### config.mk
export PLATFORM = sky130hd
export DESIGN_NAME = phy_tx_par2ser_flat
export DESIGN_NICKNAME = d
export VERILOG_FILES = /design/src/rtl/phy_tx_par2ser_pkg.sv /design/src/rtl/phy_tx_par2ser_if.sv /design/src/rtl/phy_tx_fifo.sv /design/src/rtl/phy_tx_par2ser.sv /design/src/flat_wrapper.sv
export SDC_FILE = /design/constraint.sdc
export NUM_CORES = 1
export LEC_CHECK = 0
export CAP_MARGIN = 20
export CORE_UTILIZATION = 40
export DETAILED_ROUTE_END_ITERATION = 6
export GPL_ROUTABILITY_DRIVEN = 0
export PLACE_DENSITY_LB_ADDON = 0.3
export SLEW_MARGIN = 20
export SYNTH_ARGS = -nofsm -noshare
export SYNTH_HDL_FRONTEND = slang
export SYNTH_SLANG_ARGS = --single-unit
export TNS_END_PERCENT = 5
### constraint.sdc
create_clock -name clk_32f -period 3.4 [get_ports clk_32f]
set_input_delay 0.51 -clock clk_32f [delete_from_list [all_inputs] [get_ports clk_32f]]
set_output_delay 0.51 -clock clk_32f [all_outputs]
set_load 0.02 [all_outputs]
### src/rtl/phy_tx_par2ser_pkg.sv
// phy_tx_par2ser_pkg: shared symbol constants and state type for the
// transmit PHY serializer and the receive-side aligner.
package phy_tx_par2ser_pkg;

  localparam int          SYM_W          = 8;
  localparam logic [7:0]  COM_CHAR_DEF   = 8'hBC;
  localparam int          SYNC_COUNT_DEF = 4;
  localparam int          FIFO_DEPTH_DEF = 4;

  typedef enum logic {
    ST_SYNC   = 1'b0,
    ST_ACTIVE = 1'b1
  } tx_state_e;

endpackage

### src/rtl/phy_tx_par2ser_if.sv
// phy_tx_par2ser_if: byte/valid/ready stream from the 4:1 mux tree
// into the serializer.
interface phy_tx_par2ser_if
  import phy_tx_par2ser_pkg::*;
();

  logic [SYM_W-1:0] data_in;
  logic             valid_in;
  logic             ready_out;

  modport master (
    output data_in,
    output valid_in,
    input  ready_out
  );

  modport slave (
    input  data_in,
    input  valid_in,
    output ready_out
  );

endinterface

### src/rtl/phy_tx_fifo.sv
// phy_tx_fifo: small synchronous FIFO buffering mux-tree bytes ahead of
// the serializer; head is presented combinationally on dout.
module phy_tx_fifo
  import phy_tx_par2ser_pkg::*;
#(
  parameter  int DEPTH = FIFO_DEPTH_DEF,
  localparam int AW    = $clog2(DEPTH),
  localparam int CW    = $clog2(DEPTH + 1)
) (
  input  logic             clk,
  input  logic             reset,
  input  logic             push,
  input  logic             pop,
  input  logic [SYM_W-1:0] din,
  output logic [SYM_W-1:0] dout,
  output logic             full,
  output logic             empty,
  output logic [CW-1:0]    count
);

  logic [SYM_W-1:0] mem_q [DEPTH];
  logic [SYM_W-1:0] mem_d [DEPTH];
  logic [AW-1:0]    wr_ptr_q, wr_ptr_d;
  logic [AW-1:0]    rd_ptr_q, rd_ptr_d;
  logic [CW-1:0]    cnt_q, cnt_d;
  logic             do_push;
  logic             do_pop;

  assign full  = (cnt_q == CW'(DEPTH));
  assign empty = (cnt_q == '0);
  assign count = cnt_q;
  assign dout  = mem_q[rd_ptr_q];

  always_comb begin
    mem_d    = mem_q;
    wr_ptr_d = wr_ptr_q;
    rd_ptr_d = rd_ptr_q;
    cnt_d    = cnt_q;
    do_push  = push & ~full;
    do_pop   = pop & ~empty;
    if (do_push) begin
      mem_d[wr_ptr_q] = din;
      wr_ptr_d        = wr_ptr_q + AW'(1);
    end
    if (do_pop) begin
      rd_ptr_d = rd_ptr_q + AW'(1);
    end
    unique case ({do_push, do_pop})
      2'b10:   cnt_d = cnt_q + CW'(1);
      2'b01:   cnt_d = cnt_q - CW'(1);
      default: cnt_d = cnt_q;
    endcase
  end

  always_ff @(posedge clk) begin
    if (reset) begin
      for (int i = 0; i < DEPTH; i++) begin
        mem_q[i] <= '0;
      end
      wr_ptr_q <= '0;
      rd_ptr_q <= '0;
      cnt_q    <= '0;
    end else begin
      mem_q    <= mem_d;
      wr_ptr_q <= wr_ptr_d;
      rd_ptr_q <= rd_ptr_d;
      cnt_q    <= cnt_d;
    end
  end

endmodule

### src/rtl/phy_tx_par2ser.sv
// phy_tx_par2ser: buffers mux-tree bytes and shifts them out MSB first,
// one bit per clk_32f, filling idle slots and the post-reset run with COM.
module phy_tx_par2ser
  import phy_tx_par2ser_pkg::*;
#(
  parameter logic [SYM_W-1:0] COM_CHAR   = COM_CHAR_DEF,
  parameter int               SYNC_COUNT = SYNC_COUNT_DEF,
  parameter int               FIFO_DEPTH = FIFO_DEPTH_DEF
) (
  input  logic              clk_32f,
  input  logic              reset,
  phy_tx_par2ser_if.slave   in_if,
  output logic              data_out,
  output logic              sym_start,
  output logic              is_data,
  output logic              active,
  output logic              com_alias
);

  localparam int SCW = $clog2(SYNC_COUNT + 1);
  localparam int CW  = $clog2(FIFO_DEPTH + 1);

  logic [2:0]       bit_cnt_q, bit_cnt_d;
  logic [SYM_W-1:0] shreg_q, shreg_d;
  logic             sym_is_data_q, sym_is_data_d;
  tx_state_e        state_q, state_d;
  logic [SCW-1:0]   sync_cnt_q, sync_cnt_d;
  logic             com_alias_q, com_alias_d;

  logic             fifo_push;
  logic             fifo_pop;
  logic [SYM_W-1:0] fifo_head;
  logic             fifo_full;
  logic             fifo_empty;
  logic [CW-1:0]    fifo_count;

  assign in_if.ready_out = (fifo_count < CW'(FIFO_DEPTH));
  assign fifo_push = in_if.valid_in & in_if.ready_out & ~fifo_full;

  phy_tx_fifo #(
    .DEPTH (FIFO_DEPTH)
  ) u_fifo (
    .clk   (clk_32f),
    .reset (reset),
    .push  (fifo_push),
    .pop   (fifo_pop),
    .din   (in_if.data_in),
    .dout  (fifo_head),
    .full  (fifo_full),
    .empty (fifo_empty),
    .count (fifo_count)
  );

  assign data_out  = shreg_q[SYM_W-1];
  assign sym_start = (bit_cnt_q == 3'd0);
  assign is_data   = sym_is_data_q;
  assign active    = (state_q == ST_ACTIVE);
  assign com_alias = com_alias_q;

  always_comb begin
    bit_cnt_d     = bit_cnt_q + 3'd1;
    shreg_d       = {shreg_q[SYM_W-2:0], 1'b0};
    sym_is_data_d = sym_is_data_q;
    state_d       = state_q;
    sync_cnt_d    = sync_cnt_q;
    com_alias_d   = 1'b0;
    fifo_pop      = 1'b0;
    if (bit_cnt_q == 3'd7) begin
      bit_cnt_d = 3'd0;
      unique case (state_q)
        ST_SYNC: begin
          shreg_d       = COM_CHAR;
          sym_is_data_d = 1'b0;
          sync_cnt_d    = sync_cnt_q + SCW'(1);
          if (sync_cnt_d == SCW'(SYNC_COUNT)) begin
            state_d = ST_ACTIVE;
          end
        end
        ST_ACTIVE: begin
          // Data equal to COM goes out unchanged; the flag lets the
          // link layer tell it apart from a filler symbol.
          if (!fifo_empty) begin
            fifo_pop      = 1'b1;
            shreg_d       = fifo_head;
            sym_is_data_d = 1'b1;
            com_alias_d   = (fifo_head == COM_CHAR);
          end else begin
            shreg_d       = COM_CHAR;
            sym_is_data_d = 1'b0;
          end
        end
        default: state_d = ST_SYNC;
      endcase
    end
  end

  always_ff @(posedge clk_32f) begin
    if (reset) begin
      bit_cnt_q     <= 3'd7;
      shreg_q       <= '0;
      sym_is_data_q <= 1'b0;
      state_q       <= ST_SYNC;
      sync_cnt_q    <= '0;
      com_alias_q   <= 1'b0;
    end else begin
      bit_cnt_q     <= bit_cnt_d;
      shreg_q       <= shreg_d;
      sym_is_data_q <= sym_is_data_d;
      state_q       <= state_d;
      sync_cnt_q    <= sync_cnt_d;
      com_alias_q   <= com_alias_d;
    end
  end

endmodule
### src/flat_wrapper.sv
// flat-port wrapper written by rule: the top's interface ports become plain ports
module phy_tx_par2ser_flat import phy_tx_par2ser_pkg::*;
#(
  parameter logic [SYM_W-1:0] COM_CHAR   = COM_CHAR_DEF,
  parameter int               SYNC_COUNT = SYNC_COUNT_DEF,
  parameter int               FIFO_DEPTH = FIFO_DEPTH_DEF
)
  (clk_32f, reset, data_out, sym_start, is_data, active, com_alias, in_if_data_in, in_if_valid_in, in_if_ready_out);
  phy_tx_par2ser_if in_if_i ();
  input  logic clk_32f;
  input  logic reset;
  output logic data_out;
  output logic sym_start;
  output logic is_data;
  output logic active;
  output logic com_alias;
  input wire logic [$bits(in_if_i.data_in)-1:0] in_if_data_in;
  input wire logic [$bits(in_if_i.valid_in)-1:0] in_if_valid_in;
  output wire logic [$bits(in_if_i.ready_out)-1:0] in_if_ready_out;
  assign in_if_i.data_in = in_if_data_in;
  assign in_if_i.valid_in = in_if_valid_in;
  assign in_if_ready_out = in_if_i.ready_out;
  phy_tx_par2ser #(.COM_CHAR(COM_CHAR), .SYNC_COUNT(SYNC_COUNT), .FIFO_DEPTH(FIFO_DEPTH)) u_core (.clk_32f(clk_32f), .reset(reset), .in_if(in_if_i), .data_out(data_out), .sym_start(sym_start), .is_data(is_data), .active(active), .com_alias(com_alias));
endmodule
Yosys cells after proc, flatten, opt, wreduce, memory -nomap -nowiden
Index checks and enable logic that the tools add are counted.
- equality and inequality tests: 6
- shift-type cells: 0
- bitwise gates (word level): 10
- reduce and logical (&&, ||, !) cells: 7
- order comparisons: 4
- $add $sub $neg: 6
- multiply operators: 0
- multiplexer cells: 17
- div/mod/pow operators: 0
- operators by type and width (operator ; count):
    two-way mux 8 bit ; 5
    bitwise mux 32 bit ; 1
    binary-select mux 8 bit (select 2 bit) ; 1
    demux 8 bit (select 2 bit) ; 1
    case mux 8 bit (2 select lines) ; 1
    adder 3 x 1 -> 3 bit (second input constant) ; 3
    == test 3 bit (second input constant) ; 3
    == test 8 bit (second input constant) ; 1
    greater-or-equal comparator 3 bit (second input constant) ; 2
    zero test 3 bit ; 2
    inverter 2 -> 3 bit ; 2
    case mux 3 bit (2 select lines) ; 1
    two-way mux 1 bit ; 5
    adder 2 x 1 -> 2 bit (second input constant) ; 2
    bitwise AND 1 bit ; 4
    inverter 1 bit ; 4
    OR reduction 4 bit ; 1
    less-than comparator 3 x 1 -> 1 bit (second input constant) ; 1
    less-than comparator 3 bit (second input constant) ; 1
    two-way mux 3 bit ; 1
    subtractor 3 x 1 -> 3 bit (second input constant) ; 1
    == test 2 x 1 -> 1 bit (second input constant) ; 1
    == test 2 bit (second input constant) ; 1
    case mux 1 bit (2 select lines) ; 1
    4 further kinds ; 4
- latch bits: 0
- input bits: 11
- bits in registers: 56
- memories kept: 0
- logic and storage cells: 64
- memory bits (read-only): 0
- memory bits (writable): 0

Longest topological paths before layout
Gate-level depths: netlist of the first run.
- word-level depth: 7
- gate-level depth with buffers: 12
- gate-level depth less buffers: 10

Hierarchy
From an unflattened synthesis of the first run, not the netlist that was laid out.
- cell total of the unflattened synthesis: 246
- area total of the unflattened synthesis: 2600.0 um^2
- modules (own cells, without submodules) (module ; instances ; sequential area each (um^2) ; cells an instance ; area an instance (um^2)):
    phy_tx_fifo ; 1 ; 780.7 ; 173 ; 1903.1
    phy_tx_par2ser ; 1 ; 340.3 ; 73 ; 696.9

Worst setup path before layout of the first run
OpenSTA, ideal clock, no wires.
- path kind: register to register
- start point: register u_core.bit_cnt_q[0]
- end point: register u_core.u_fifo.cnt_q[2], in the netlist u_core.u_fifo.count[2]
- stages on the path, launching flop included: 13
- arrival time: 2.400 ns
- setup slack: 0.929 ns
- data required time: 3.330 ns
- cell sequence: dfxtp_1 ha_1 ha_1 buf_4 o311ai_0 buf_2 inv_1 ha_1 inv_1 fa_1 xor2_1 or3_1 a21oi_1
- word-level cells in the longest chain between the ends: 5
- RTL lines (element ; line ; source):
    from (decl) ; phy_tx_par2ser.sv:23 ; logic [2:0] bit_cnt_q, bit_cnt_d;
    from (signal assigned) ; phy_tx_par2ser.sv:106 ; bit_cnt_q <= bit_cnt_d;
    == test 3 bit (*) ; phy_tx_par2ser.sv:68 ; if (bit_cnt_q == 3'd7) begin
    two-way mux 1 bit (*) ; phy_tx_par2ser.sv:68 ;
    bitwise AND 1 bit (*) ; phy_tx_fifo.sv:40 ; do_pop = pop & ~empty;
    via u_core.u_fifo.do_pop ; phy_tx_fifo.sv:27 ; logic do_pop;
    == test 2 x 1 -> 1 bit or == test 2 bit (tied branches) ; phy_tx_fifo.sv:48 ; unique case ({do_push, do_pop})
    case mux 3 bit (2 select lines) or nonzero test 2 bit (tied branches) ; -- ;
    to (signal assigned) ; phy_tx_fifo.sv:67 ; cnt_q <= cnt_d;
    to (decl) ; phy_tx_fifo.sv:25 ; logic [CW-1:0] cnt_q, cnt_d;
The timed path passes the listed nets; every way through them passes the cells marked *.
A chain may end at the register's enable or synchronous reset.

Worst setup path after layout of the first run
Same ends and word-level chain as after synthesis.

==> results by stage, run 1 <==
Setup path:
- The required time reported for the critical path endpoint is 3.63 ns.
- The reg-to-reg startpoint is u_core.bit_cnt_q[0].
- The largest fanout on the critical path is 11.
- The worst register-to-register path has a setup slack of 0.61 ns.
- For the worst flop-to-flop path, the logic depth is 11.
- The capturing element type of the critical path is a register.
- Data on the critical path arrives at its endpoint at 3.02 ns.
- The startpoint-to-endpoint class of the critical path is register to register.
- The kind of start point of the critical path is a register.
- The destination of the worst register-to-register timing path is u_core.u_fifo.count[2].

Synthesis:
- The post-synthesis average cell area is 9.06 um2.
- Sorting the synthesized cells by area gives the leading types as sky130_fd_sc_hd__dfxtp_1 (46%), sky130_fd_sc_hd__a21oi_1 (7.9%), sky130_fd_sc_hd__mux4_1 (7.6%), sky130_fd_sc_hd__nand3_1 (6.6%), sky130_fd_sc_hd__nand2_1 (5.3%).
- The number of unique standard cell types used by synthesis is 31.
- For this run, the number of Yosys warnings is 0.
- Counting flops with a built-in enable in the synthesized netlist gives 0.
- The synthesized netlist net count is 289.
- The library cell with the largest summed area after synthesis is sky130_fd_sc_hd__dfxtp_1.
- The share of synthesized registers carrying an async set or reset is 0%.
- After technology mapping, the gate count stands at 267.
- Summing every instance area after synthesis gives 2420 um2.
- After synthesis the netlist holds a flip-flop and latch count of 56.
- In this run the biggest area consumer among cell types represents 46.4% of the synthesized area.
- The most common flop cell mapped by yosys is sky130_fd_sc_hd__dfxtp_1.
- The proportion of synthesized chip area in sequential cells is 46.4%.

Routing:
- The final routed wirelength across all metal layers is 4900 um.
- The total number of vias is 1,834.
- The post-route antenna net violation count is 0.
- After detailed routing, the average wire length per cell comes to 14.2 um.
- In this run, the number of DRC markers left after iteration 0 of detailed routing was 82.
- Before antenna repair, the detailed router went through 4 iterations.
- After detailed routing, the number of remaining DRC violations is 0.
- Using the TritonRoute via totals, the vias-per-cell ratio works out to 5.32.

Timing:
- The worst clock skew on the final layout is 0.00683 ns.
- The minimum period implied by the final worst setup slack is 2.79 ns.
- Setup violations remaining at the end of the flow were counted as 0.
- The count of pins over their slew limit is 0.
- In this run the tightest slew margin relative to its limit is 33.4%.
- The sum of negative setup slack is 0 ns.
- The hold violation count in the final report is 0.
- The actual transition at the worst max-transition pin is 0.999 ns.
- The fraction of the cycle the final worst path needs is 82.0%.
- On the final layout, the worst hold slack is 0.456 ns.
- Setup repair after global routing left no endpoint under its margin.
- Based on the critical path, the design can be clocked at up to 0.359 GHz.

Global route:
- The maximum number of pins on one net before global-route repair is 57.
- The first global-routing pass estimated 8320 um of wire.
- The aggregate global-route resource usage is 17.3%.
- The initial antenna violation count is 0.
- The total global routing overflow is 0.
- The number of global-route vias before repair is 1,764.

Worst hold path:
- The startpoint identified for the worst hold timing path is u_core.u_fifo.mem_q[31].
- The hold-critical path endpoint is u_core.u_fifo.mem_q[31].
- The number of stages on the worst hold path is 2.
- The path class of the tightest hold or removal check is register to register.

Layout:
- At the end of the flow, the number of nets in the layout was 295.
- The area growth from synthesis to layout is 11.0%.
- The number of diodes added for antenna fixing is 0.
- The fraction of final layout cells with drive strength greater than 1 is 5.13%.
- At the end of the flow the core is filled with cells to 47.3%.

Power:
- The overall power of the completed layout is 1.33 mW.
- The worst-case IR drop observed on VDD is 0.316 mV.
- For this design the static power due to leakage is 0.982 nW.
- The ratio of total power to cell area is 496 nW/um2.

Placement:
- Detailed placement ended at an HPWL of 3130 um.
- The number of buffers added on ports is 16.

Clock tree:
- The H-tree was split into 2 levels.
- The total clock buffers created by CTS is 5.
- The hold buffer count at CTS is 0.
- TritonCTS built the clock tree.
- The number of buffers inserted by post-CTS setup repair is 0.
- After clock tree synthesis, the repair step resized 0 gates.
- In this run the deepest clock path goes through 2 buffers.
- The clock tree root buffer cell is sky130_fd_sc_hd__clkbuf_8.
- The insertion delay of the later-clocked pin in the worst-skew pair is 0.31 ns.
- Clock-pin slew was measured on the worst setup and hold paths at 0.09 ns.
- For this design, the sink count on the clock tree is 56.

Floorplan:
- The die boundary height is 79.8 um.
- 17 I/O pins were placed.
- The starting density of the core is 42.6%.
- Measured along the x axis, the die boundary spans 79.8 um.
- The core area is 5680 um2.
- The placement row count is 27.
- The die covers 6360 um2.

Flow run:
- The tool flagged a number of max-cap violations equal to 0.

Status:
- The run finished with clean final reports.
## Yosys cell counts, types with 2 or more instances
| cell type | instances |
|---|---|
| sky130_fd_sc_hd__buf_2 | 5 |
| sky130_fd_sc_hd__nor2b_1 | 3 |
| sky130_fd_sc_hd__nor3_1 | 5 |
| sky130_fd_sc_hd__clkbuf_1 | 11 |
| sky130_fd_sc_hd__a22oi_1 | 2 |
| sky130_fd_sc_hd__xnor2_1 | 2 |
| sky130_fd_sc_hd__nand2_1 | 34 |
| sky130_fd_sc_hd__nand3_1 | 32 |
| sky130_fd_sc_hd__nor2_1 | 22 |
| sky130_fd_sc_hd__o21ai_0 | 2 |
| sky130_fd_sc_hd__buf_4 | 2 |
| sky130_fd_sc_hd__inv_1 | 13 |
| sky130_fd_sc_hd__nand3b_1 | 5 |
| sky130_fd_sc_hd__a21oi_1 | 38 |
| sky130_fd_sc_hd__ha_1 | 10 |
| sky130_fd_sc_hd__mux4_1 | 7 |
| sky130_fd_sc_hd__mux2i_1 | 2 |
| sky130_fd_sc_hd__dfxtp_1 | 56 |
| sky130_fd_sc_hd__or3_1 | 3 |
| sky130_fd_sc_hd__xor2_1 | 2 |
## kinds of logic (layout without fill, tap and decap cells)
kind of cell    count (synthesis)  after routing  share of synthesized area (%)
fa+ha+maj                      11             11                           6.00
xor+xnor                        4              4                           1.45
buf+inv                        32             38                           5.85
mux                            10             10                           9.36
compound gates                 46             46                           10.2
simple gates                  108            108                           20.8
flops                          56             56                           46.4
## metal layers
layer | global-route usage (%) | vias to the layer above | wire length [um]
met5 | 0 | - | 0
li1 | - | 924 | -
met3 | 4.11 | 8 | 228
met1 | 21.8 | 866 | 2310
met2 | 28.2 | 36 | 2310
met4 | 6.96 | 0 | 57
## sequential cells by signal, summed over array words and instances, names as in the netlist
name,cells
u_core.com_alias,1
u_core.is_data,1
u_core.sync_cnt_q,3
u_core.u_fifo.rd_ptr_q,2
u_core.u_fifo.wr_ptr_q,2
u_core.bit_cnt_q,3
u_core.shreg_q,8
u_core.active,1
u_core.u_fifo.mem_q,32
u_core.u_fifo.count,3
## stage by stage
stage | instance area, um2 | setup WS [ns] | cells
2_1_floorplan | 2420 | 0.929 | 267
3_3_place_gp | 2590 | 0.752 | 338
3_5_place_dp | 2590 | 0.621 | 338
4_1_cts | 2690 | 0.584 | 345
5_1_grt | 2690 | 0.367 | 345
6_report | 2690 | 0.612 | 345
## critical path: stages (launching register included)
cell and delay, ns:
sky130_fd_sc_hd__dfxtp_1 0.37, sky130_fd_sc_hd__ha_1 0.18, sky130_fd_sc_hd__ha_1 0.37, sky130_fd_sc_hd__o311ai_1 0.17
sky130_fd_sc_hd__buf_4 0.20, sky130_fd_sc_hd__inv_1 0.14, sky130_fd_sc_hd__ha_1 0.20, sky130_fd_sc_hd__inv_1 0.06
sky130_fd_sc_hd__fa_1 0.43, sky130_fd_sc_hd__xor2_1 0.15, sky130_fd_sc_hd__or3_1 0.30, sky130_fd_sc_hd__a21oi_1 0.14
## placed cells by master (no fill, tap or decap), types with 3 or more instances in the layout
cell,Yosys,layout
sky130_fd_sc_hd__clkbuf_8,0,7
sky130_fd_sc_hd__nor3_1,5,5
sky130_fd_sc_hd__nor2_1,22,22
sky130_fd_sc_hd__a21oi_1,38,38
sky130_fd_sc_hd__or3_1,3,3
sky130_fd_sc_hd__inv_1,13,13
sky130_fd_sc_hd__ha_1,10,10
sky130_fd_sc_hd__mux4_1,7,7
sky130_fd_sc_hd__nand2_1,34,34
sky130_fd_sc_hd__clkdlybuf4s50_1,0,15
sky130_fd_sc_hd__dfxtp_1,56,56
sky130_fd_sc_hd__nand3_1,32,32
sky130_fd_sc_hd__nand3b_1,5,5
## worst max path at each step
stage | to | depth (start not counted) | startpoint
floorplan | u_core.u_fifo.count[2] | 12 | u_core.bit_cnt_q[0]
global placement | u_core.u_fifo.count[2] | 11 | u_core.bit_cnt_q[0]
detailed placement | u_core.u_fifo.count[2] | 11 | u_core.bit_cnt_q[0]
CTS | u_core.u_fifo.count[2] | 11 | u_core.bit_cnt_q[0]
global route | u_core.u_fifo.count[2] | 11 | u_core.bit_cnt_q[0]
finish | u_core.u_fifo.count[2] | 11 | u_core.bit_cnt_q[0]
## report_power, final
part	total, mW	internal (mW)	switching (mW)
sequential	0.734	0.708	0.0262
combinational	0.210	0.0876	0.122
clock	0.388	0.182	0.206
total	1.33	0.977	0.355
## area by class of cell
type | count | area (um2)
clock buffer | 7 | 96.3
fill | 596 | 2990
inverter | 13 | 48.8
multi-input combinational | 179 | 1160
sequential | 56 | 1120
tap | 72 | 90.1
timing repair buffer | 18 | 170
(Power assumes the default switching activity.)
==> inputs of run 2 (changes only) <==
- clock period: 3.4 -> 2.43 ns (I/O delays scaled with it)
==> results by stage, run 2 (same netlist as run 1, synthesis figures left out) <==
Setup path:
- The worst endpoint data arrival time was 2.51 ns (was 3.02 ns).
- The required time reported for the critical path endpoint was 2.67 ns (was 3.63 ns).
- The largest fanout on the critical path came to 4 (was 11).
- The launch point of the critical path is u_core.bit_cnt_q[0] (unchanged).
- The kind of start point of the critical path is a register (unchanged).
- The reg-to-reg startpoint was u_core.bit_cnt_q[0] (unchanged).
- The capturing element type of the critical path is a register (unchanged).
- The startpoint-to-endpoint class of the critical path was register to register (unchanged).

Timing:
- The fraction of the cycle the final worst path needs is 93.6% (was 82.0%).
- The minimum period implied by the final worst setup slack is 2.27 ns (was 2.79 ns).
- The actual transition at the worst max-transition pin came to 0.988 ns (was 0.999 ns).
- The total of endpoints with negative setup slack in the final report came to 0 (unchanged).
- The peak clock frequency supported by timing is 0.440 GHz (was 0.359 GHz).
- Setup repair after global routing missed its margin: false (unchanged).
- The hold violation count in the final report was 0 (unchanged).
- The count of pins over their slew limit was 0 (unchanged).
- The sum of negative setup slack was 0 ns (unchanged).
- The worst clock skew on the final layout was 0.00833 ns (was 0.00683 ns).
- The normalized max-slew margin is 34.1% (was 33.4%).

Routing:
- The routed via count divided by cell count is 5.13 (was 5.32).
- The post-detailed-route wirelength per cell is 13.8 um (was 14.2 um).
- The number of optimization iterations in the first detailed-route pass is 4 (unchanged).
- The initial detailed-routing violation count is 65 (was 82).
- The post-route antenna net violation count is 0 (unchanged).
- The final routed wirelength across all metal layers is 4830 um (was 4900 um).
- The total number of vias came to 1,796 (was 1,834).
- The detailed-route DRC error count is 0 (unchanged).

Power:
- The peak ir drop on the vdd network was 0.503 mV (was 0.316 mV).
- The cell leakage power is 1.00 nW (was 0.982 nW).
- The ratio of total power to cell area was 709 nW/um2 (was 496 nW/um2).

Flow run:
- The max-capacitance violation count is 0 (unchanged).

Global route:
- The wire length of the first global-routing pass is 8220 um (was 8320 um).
- The maximum number of pins on one net before global-route repair is 57 (unchanged).
- The total global routing overflow is 0 (unchanged).
- The initial antenna violation count is 0 (unchanged).
- The aggregate global-route resource usage was 16.9% (was 17.3%).
- The number of global-route vias before repair is 1,718 (was 1,764).

Layout:
- The total non-filler cell area in the finished layout is 2730 um2 (was 2690 um2).
- Most frequent cells in the layout: sky130_fd_sc_hd__dfxtp_1 (55), sky130_fd_sc_hd__a21oi_1 (38), sky130_fd_sc_hd__nand2_1 (34) (was sky130_fd_sc_hd__dfxtp_1 (56), sky130_fd_sc_hd__a21oi_1 (38), sky130_fd_sc_hd__nand2_1 (34)).
- The register name with the most flops is u_core.u_fifo.mem_q (unchanged).
- The number of diodes added for antenna fixing is 0 (unchanged).
- The fraction of final layout cells with drive strength greater than 1 was 7.55% (was 5.13%).
- The most frequent standard cell in the layout excluding fill and tap cells is sky130_fd_sc_hd__dfxtp_1 (unchanged).
- The area overhead of the layout relative to synthesis came to 12.9% (was 11.0%).
- The flip-flop count of the largest register after layout is 32 (unchanged).
- The number of nets in the final layout is 299 (was 295).
- Registers with the most flip-flops: u_core.u_fifo.mem_q x32, u_core.shreg_q x8 (unchanged).

Clock tree:
- The insertion delay of the later-clocked pin in the worst-skew pair is 0.31 ns (about the same).
- The clock transition at the registers of the reported paths was 0.10 ns (was 0.09 ns).
- The maximum number of buffers from clock root to sink is 2 (unchanged).
- The total clock buffers created by CTS came to 5 (unchanged).
- The TritonCTS clock tree is done (unchanged).
- The H-tree depth was 2 (unchanged).
- The clock sink count is 56 (unchanged).
- The hold buffer count at CTS came to 0 (unchanged).
- The clock tree root buffer cell is sky130_fd_sc_hd__clkbuf_8 (unchanged).

Floorplan:
- The core area was 5680 um2 (unchanged).
- The top-level port count is 17 (unchanged).
- The area enclosed by the die boundary is 6360 um2 (unchanged).
- The die boundary height is 79.8 um (unchanged).
- The placement row count is 27 (unchanged).
- The starting density of the core is 42.6% (unchanged).
- The die outline width was 79.8 um (unchanged).

Placement:
- The number of buffers added on ports is 16 (unchanged).
- The HPWL reported at the end of detailed placement is 3180 um (was 3130 um).
- The area after detailed placement came to 2600 um2 (was 2590 um2).

Worst hold path:
- The beginning of the worst hold path is u_core.bit_cnt_q[0] (was u_core.u_fifo.mem_q[31]).
- The type of the most critical hold path is register to register (unchanged).

Status:
- Status: completed (unchanged).
==> run 2: changes by cell type in the layout (fill, tap and decap cells not counted) <==
cell,delta
sky130_fd_sc_hd__inv_2,+1
sky130_fd_sc_hd__clkinv_2,+1
sky130_fd_sc_hd__clkinvlp_4,+1
sky130_fd_sc_hd__inv_1,-1
sky130_fd_sc_hd__buf_4,+4
sky130_fd_sc_hd__bufinv_16,+1
sky130_fd_sc_hd__clkbuf_8,-2
sky130_fd_sc_hd__dfxtp_2,+1
sky130_fd_sc_hd__dfxtp_1,-1
==> run 2: critical path, stage by stage (launching register included) <==
cell and delay, ns:
sky130_fd_sc_hd__dfxtp_2 0.35, sky130_fd_sc_hd__ha_1 0.14, sky130_fd_sc_hd__ha_1 0.17, sky130_fd_sc_hd__o311ai_1 0.13, sky130_fd_sc_hd__inv_2 0.11, sky130_fd_sc_hd__ha_1 0.18, sky130_fd_sc_hd__inv_1 0.07, sky130_fd_sc_hd__fa_1 0.44
sky130_fd_sc_hd__xor2_1 0.16, sky130_fd_sc_hd__or3_1 0.31, sky130_fd_sc_hd__a21oi_1 0.14
==> run 2: layout make-up <==
| cell class | count | area [um2] |
|---|---|---|
| Timing Repair Buffer | 22 | 200 |
| Fill cell | 563 | 2940 |
| Clock inverter | 3 | 42.5 |
| Tap cell | 72 | 90.1 |
| Sequential cell | 56 | 1120 |
| Multi-Input combinational cell | 179 | 1160 |
| Clock buffer | 5 | 68.8 |
| Inverter | 13 | 48.8 |
==> run 2: repair_timing <==
item	4_1_cts	5_1_grt
resized for setup	0	1
endpoints found under the setup margin	0	1
setup buffers	0	2
==> run 2: report_power, final <==
part | switching [mW] | total, mW | internal [mW]
clock | 0.305 | 0.610 | 0.306
sequential | 0.0366 | 1.03 | 0.991
combinational | 0.169 | 0.299 | 0.129
total | 0.511 | 1.94 | 1.43
==> run 2: worst paths after layout <==
kind | endpoint | slack, ns | depth (start not counted)
max | u_core.u_fifo.count[2] | 0.16 | 10
min | u_core.bit_cnt_q[0] | 0.44 | 1
max reg2reg | u_core.u_fifo.count[2] | 0.16 | 10
min reg2reg | u_core.bit_cnt_q[0] | 0.44 | 1
==> run 2: per-layer routing <==
layer	share of wire [%]	track usage [%]	vias up
met5	0	0	-
met3	3.2	3.54	4
met4	0.79	5.54	0
met2	49	27.9	30
li1	-	-	932
met1	47	22.0	830
==> run 2: stage by stage <==
step | std cells | setup WS [ns] | hold WS, ns | power (mW) | util [%]
after global routing | 350 | 0.00702 | 0.467 | 2.04 | 48.1
after CTS | 348 | 0.0892 | 0.460 | 1.95 | 47.8
after detailed placement | 340 | 0.0470 | 0.445 | 1.35 | 45.9
final | 350 | 0.156 | 0.438 | 1.94 | 48.1
after floorplan | 267 | 0.00328 | 0.432 | 1.26 | -
after global placement | 340 | 0.106 | 0.439 | 1.34 | 45.9
==> inputs of run 3 (changes only) <==
- CTS_BUF_LIST: default -> sky130_fd_sc_hd__clkbuf_4 sky130_fd_sc_hd__clkbuf_8 sky130_fd_sc_hd__clkbuf_16
==> results of run 3 <==
No change in the layout: final DEF, timing and power equal those of run 2.
